$ cat src/rtl/load_unit.sv
`default_nettype none
// load_unit: MIPS-style load formatter (LB/LH/LW/LBU/LHU/LWL/LWR) issuing one memory read per request.
// Define LOAD_UNIT_ALIGN_TRAP_EN to trap misaligned LH/LHU/LW loads instead of silently aligning them.
module load_unit #(
   parameter int BYTE_SWAP  = 1,
   parameter int ADDR_WIDTH = 32
) (
   input  logic                  clk,
   input  logic                  reset,
   input  logic                  start,
   input  logic [2:0]            op,
   input  logic [ADDR_WIDTH-1:0] addr,
   input  logic [31:0]           rt_in,
   output logic                  busy,
   output logic                  done,
   output logic [31:0]           result,
   output logic                  addr_err,
   output logic [ADDR_WIDTH-1:0] mem_address,
   output logic                  mem_read,
   output logic [3:0]            mem_byteenable,
   input  logic                  mem_waitrequest,
   input  logic [31:0]           mem_readdata
);

   localparam logic [2:0] OP_LB  = 3'b000;
   localparam logic [2:0] OP_LH  = 3'b001;
   localparam logic [2:0] OP_LWL = 3'b010;
   localparam logic [2:0] OP_LW  = 3'b011;
   localparam logic [2:0] OP_LBU = 3'b100;
   localparam logic [2:0] OP_LHU = 3'b101;
   localparam logic [2:0] OP_LWR = 3'b110;
   localparam logic [2:0] OP_LW2 = 3'b111;

   typedef enum logic [1:0] {
      IDLE = 2'd0,
      REQ  = 2'd1,
      DONE = 2'd2,
      ERR  = 2'd3
   } state_t;

   state_t                  state_q, state_d;
   logic [2:0]              op_q, op_d;
   logic [ADDR_WIDTH-1:0]   addr_q, addr_d;
   logic [31:0]             rt_q, rt_d;
   logic [31:0]             result_q, result_d;

   logic                    in_half, in_word, trap;
   logic [ADDR_WIDTH-1:0]   addr_fix;
   logic [31:0]             word_w, load_val;
   logic [1:0]              k;
   logic [4:0]              sh_l, sh_r;
   logic [7:0]              byte_v;
   logic [15:0]             half_v;
   logic [3:0]              be;

   // Low address bits that would make the access misaligned are cleared at capture time.
   always_comb begin
      in_half  = (op == OP_LH) || (op == OP_LHU);
      in_word  = (op == OP_LW) || (op == OP_LW2);
      addr_fix = addr;
      if (in_word) begin
         addr_fix[1:0] = 2'b00;
      end else if (in_half) begin
         addr_fix[0] = 1'b0;
      end
   end

`ifdef LOAD_UNIT_ALIGN_TRAP_EN
   assign trap = (in_half && addr[0]) || (in_word && (addr[1:0] != 2'b00));
`else
   assign trap = 1'b0;
`endif

   always_comb begin
      word_w = (BYTE_SWAP != 0)
             ? {mem_readdata[7:0], mem_readdata[15:8], mem_readdata[23:16], mem_readdata[31:24]}
             : mem_readdata;
      k      = addr_q[1:0];
      sh_l   = {k, 3'b000};
      sh_r   = {2'd3 - k, 3'b000};
      byte_v = word_w[sh_r +: 8];
      half_v = k[1] ? word_w[15:0] : word_w[31:16];
      case (op_q)
         OP_LB:   load_val = {{24{byte_v[7]}}, byte_v};
         OP_LH:   load_val = {{16{half_v[15]}}, half_v};
         OP_LBU:  load_val = {24'd0, byte_v};
         OP_LHU:  load_val = {16'd0, half_v};
         OP_LWL:  load_val = (word_w << sh_l) | (rt_q & ((32'd1 << sh_l) - 32'd1));
         OP_LWR:  load_val = (word_w >> sh_r) | (rt_q & ~(32'hFFFF_FFFF >> sh_r));
         default: load_val = word_w;
      endcase
      case (op_q)
         OP_LB, OP_LBU: be = 4'b0001 << k;
         OP_LH, OP_LHU: be = k[1] ? 4'b1100 : 4'b0011;
         default:       be = 4'b1111;
      endcase
   end

   always_comb begin
      state_d  = state_q;
      op_d     = op_q;
      addr_d   = addr_q;
      rt_d     = rt_q;
      result_d = result_q;
      case (state_q)
         IDLE: begin
            if (start) begin
               op_d    = op;
               addr_d  = addr_fix;
               rt_d    = rt_in;
               state_d = trap ? ERR : REQ;
            end
         end
         REQ: begin
            if (!mem_waitrequest) begin
               result_d = load_val;
               state_d  = DONE;
            end
         end
         DONE:    state_d = IDLE;
         ERR:     state_d = IDLE;
         default: state_d = IDLE;
      endcase
   end

   always_ff @(posedge clk) begin
      if (reset) begin
         state_q  <= IDLE;
         op_q     <= 3'b000;
         addr_q   <= '0;
         rt_q     <= 32'd0;
         result_q <= 32'd0;
      end else begin
         state_q  <= state_d;
         op_q     <= op_d;
         addr_q   <= addr_d;
         rt_q     <= rt_d;
         result_q <= result_d;
      end
   end

   assign busy           = (state_q != IDLE);
   assign done           = (state_q == DONE) || (state_q == ERR);
   assign result         = result_q;
   assign mem_read       = (state_q == REQ);
   assign mem_address    = mem_read ? {addr_q[ADDR_WIDTH-1:2], 2'b00} : '0;
   assign mem_byteenable = mem_read ? be : 4'b0000;

`ifdef LOAD_UNIT_ALIGN_TRAP_EN
   assign addr_err = (state_q == ERR);
`else
   assign addr_err = 1'b0;
`endif

endmodule
`default_nettype wire

$ cat config.mk
export PLATFORM = sky130hd
export DESIGN_NAME = load_unit
export DESIGN_NICKNAME = d
export VERILOG_FILES = /design/src/rtl/load_unit.sv
export SDC_FILE = /design/constraint.sdc
export NUM_CORES = 1
export LEC_CHECK = 0
export CAP_MARGIN = 20
export CORE_MARGIN = 4
export CORE_UTILIZATION = 48
export CTS_CLUSTER_DIAMETER = 30
export CTS_CLUSTER_SIZE = 40
export DETAILED_ROUTE_END_ITERATION = 10
export PLACE_DENSITY = 0.86
export SLEW_MARGIN = 20
export SYNTH_ARGS = -nofsm -noshare
export SYNTH_HDL_FRONTEND = slang
export SYNTH_SLANG_ARGS = --single-unit
$ cat constraint.sdc
create_clock -name clk -period 2.41 [get_ports clk]
set_input_delay 0.723 -clock clk [delete_from_list [all_inputs] [get_ports clk]]
set_output_delay 0.723 -clock clk [all_outputs]
set_load 0.05 [all_outputs]
==> results.toml <==
[timing]
setup_violations = 0
fin_crit_ns = 2.31
fin_worst_skew_ns = 0.00788
timing.final.crit_share = 0.960
worst-slew-pin-transition_ns = 0.798
max_freq_mhz = 432
setup_tns_ns = 0
grt_setup_unrepaired = "false"
hold_viol = 0
final-max-slew-violation-count = 0
slew_headroom = 0.466

[place]
globalplace.congestion = 0.947
cell_count_post_placement = 1073
io_buffer_count = 171
dp_hpwl_um = 15100
place_area_um2 = 8350

[yosys]
synth_top_area_cell = "dfxtp_1"
netlist.area_leader.share = 0.340
synthTopCellsByArea = "dfxtp_1 34%, nand2_1 11%, a21oi_1 7.3%"
synth_seq_area_share = 0.340
post_synth_inst_count = 741
synth_async_sr_flop_share = 0
yosysWarnings = 0
yosys_register_bits = 101
cell_area_after_synthesis_um2 = 5940
synthDistinctLibCells = 55
synth-edff-count = 0
synthFlopType = "dfxtp_1"
avg_inst_size_synth_um2 = 8.01

[floorplanning]
io-pin-count = 175
rows = 40
floorplan.core_area_um2 = 12100
die_x_um = 119
die_height_um = 119
fp.dieArea_um2 = 14200
initial_utilization = 0.492

[routing]
routed_wirelength_um = 20600
first_iter_violations = 812
vias = 6454
met3WireLength_um = 2490
detailed_routed_wire_length_on_met2_um = 9760
highest_signal_layer = "met4"
wl_met1_um = 7570
antenna_violation_net_count_after_detailed_routing = 0
drc_errors = 0
via_per_inst = 5.93
avgRoutedWirePerCell_um = 19.0
drt-pass1-iter-count = 6

[critical_path]
cp_data_arrival_time_ns = 1.59
required_ns = 1.69
startpoint_type = "flop"
worst_r2r_endpoint = "result[13]$_SDFFE_PP0P_"
r2r_setup_slack_ns = 0.36
cpMaxStageDelayCell = "clkdlybuf4s50_1"
worstReg2RegStart = "addr_q[1]$_SDFFE_PP0P_"
path_buf_inv = 1
setup.worst_path.class = "flop to primary output"
worst_setup_path_end_kind = "primary output"
crit_family = "buffers and inverters"
slowest_delay_ns = 0.83
crit_path_cell_trace = "clkdlybuf4s50_1"
cp_max_fo = 3
depth_of_the_worst_register_to_register_path = 7

[global_route]
grt_first_pass_wirelength_um = 32500
antenna_found_initial = 0
grt_use_total = 0.285
grt.overflow.total = 0
grt_pass1_vias = 6379
grt_max_degree = 45

[power]
powerDensity_nw_per_um2 = 537
power_leakage_nw = 3.19
power_w = 0.00467
ir_worst_vdd_mv = 0.592

[clocking]
cts.htree.levels = 3
clock_latency_ns = 0.36
tritoncts = "done"
clkSinkCount = 101
cts.reportedPaths.clkPinSlew_ns = 0.07
ctsResizeCount = 5
clk_root_buffer_cell = "clkbuf_16"
holdBufCountCts = 0
cts_max_path_buffers = 2
cts_buffers = 9
post-cts-setup-buffers = 0

[layout]
synthToLayoutAreaGrowth_pct = 46.5
final_cells = 1088
nets = 1020
insertedDiodeCount = 0
finalInstanceArea_um2 = 8700
final_layout_size_suffix_gt1_frac = 0.182

[hold_path]
hold_path_end = "addr_q[31]$_SDFFE_PP0P_"
worst_hold_path.num_cells = 2
hold_path.class = "flop to flop"
hold_path_startpoint = "addr_q[31]$_SDFFE_PP0P_"

[outcome]
status = "finished clean"

[run]
max_cap_viol_count = 0
registers in the layout, indices dropped and copies added (netlist names):
register	flops
rt_q	32
op_q	3
result	32
state_q	2
addr_q	32
metrics by stage:
stage                      util  setup slack, ns  hold slack (ns)
after floorplan               -           0.0187            0.432
after CTS                 0.721           0.0163            0.453
final                     0.721           0.0959            0.450
after global placement    0.693          -0.0676            0.438
after global routing      0.721           0.0103            0.474
after detailed placement  0.693           -0.122            0.443
how the worst max path moves through the flow:
stage | startpoint | end | depth (start not counted)
floorplan | op_q[0]$_SDFFE_PP0P_ | mem_byteenable[3] | 5
global placement | mem_waitrequest | result[1]$_SDFFE_PP0P_ | 7
detailed placement | mem_waitrequest | result[3]$_SDFFE_PP0P_ | 7
CTS | state_q[1]$_SDFFE_PP0P_ | mem_address[5] | 5
global route | state_q[1]$_SDFFE_PP0P_ | mem_address[3] | 5
finish | result[8]$_SDFFE_PP0P_ | result[8] | 1
cell usage in the layout, fill, tap and decap left out, drive strengths merged, types with 2 or more instances in the layout:
| master | instances |
|---|---|
| mux2i | 41 |
| a222oi | 17 |
| clkbuf | 12 |
| mux2 | 20 |
| nand3 | 2 |
| nand2b | 5 |
| o22ai | 2 |
| o311ai | 2 |
| nor2 | 38 |
| a311oi | 8 |
| dfxtp | 101 |
| o21ai | 40 |
| nor2b | 4 |
| a21oi | 87 |
| a31oi | 8 |
| clkdlybuf4s50 | 133 |
| a211oi | 7 |
| bufinv | 2 |
| a22o | 5 |
| nand3b | 2 |
| nand2 | 168 |
| conb | 3 |
| or3b | 2 |
| nor3 | 19 |
| buf | 96 |
| mux4 | 12 |
| and2 | 32 |
| a221oi | 9 |
| or3 | 12 |
| nor3b | 2 |
| clkinv | 2 |
| inv | 10 |
cells by family after synthesis:
| group | after synthesis | share of synthesized area |
|---|---|---|
| muxes | 73 | 0.153 |
| DFF | 101 | 0.340 |
| AOI/OAI and AO/OA | 192 | 0.202 |
| other | 1 | 0.000632 |
| and+or+nand+nor | 295 | 0.232 |
| adders and majority gates | 1 | 0.00211 |
| buffers and inverters | 78 | 0.0693 |
metal layers:
metal,up-vias,track usage
met3,64,0.111
met4,0,0.120
met2,410,0.473
met5,-,0
met1,3000,0.327
li1,2980,-
power breakdown:
part	internal (W)	switching, W	leakage (nW)
sequential	0.00176	0.0000844	0.828
clock	0.000964	0.000644	0.159
combinational	0.000558	0.000654	2.20
cell type report:
type	instances	area, um^2
Clock inverter	3	68.8
Sequential cell	101	2030
Multi-Input combinational cell	564	3530
Clock buffer	12	256
Inverter	11	41.3
Timing Repair Buffer	229	2560
Tap cell	168	210
Fill cell	908	3360
cell usage after synthesis (10+ instances only):
| cell type | count |
|---|---|
| nor2_1 | 37 |
| a222oi_1 | 17 |
| dfxtp_1 | 101 |
| a21oi_1 | 87 |
| buf_4 | 10 |
| nand2_1 | 167 |
| mux2_2 | 20 |
| buf_2 | 17 |
| or3_1 | 12 |
| mux4_2 | 12 |
| mux2i_1 | 40 |
| nor3_1 | 19 |
| clkbuf_1 | 29 |
| and2_1 | 32 |
| o21ai_0 | 40 |
No activity file was read; power rests on OpenSTA's default activity.
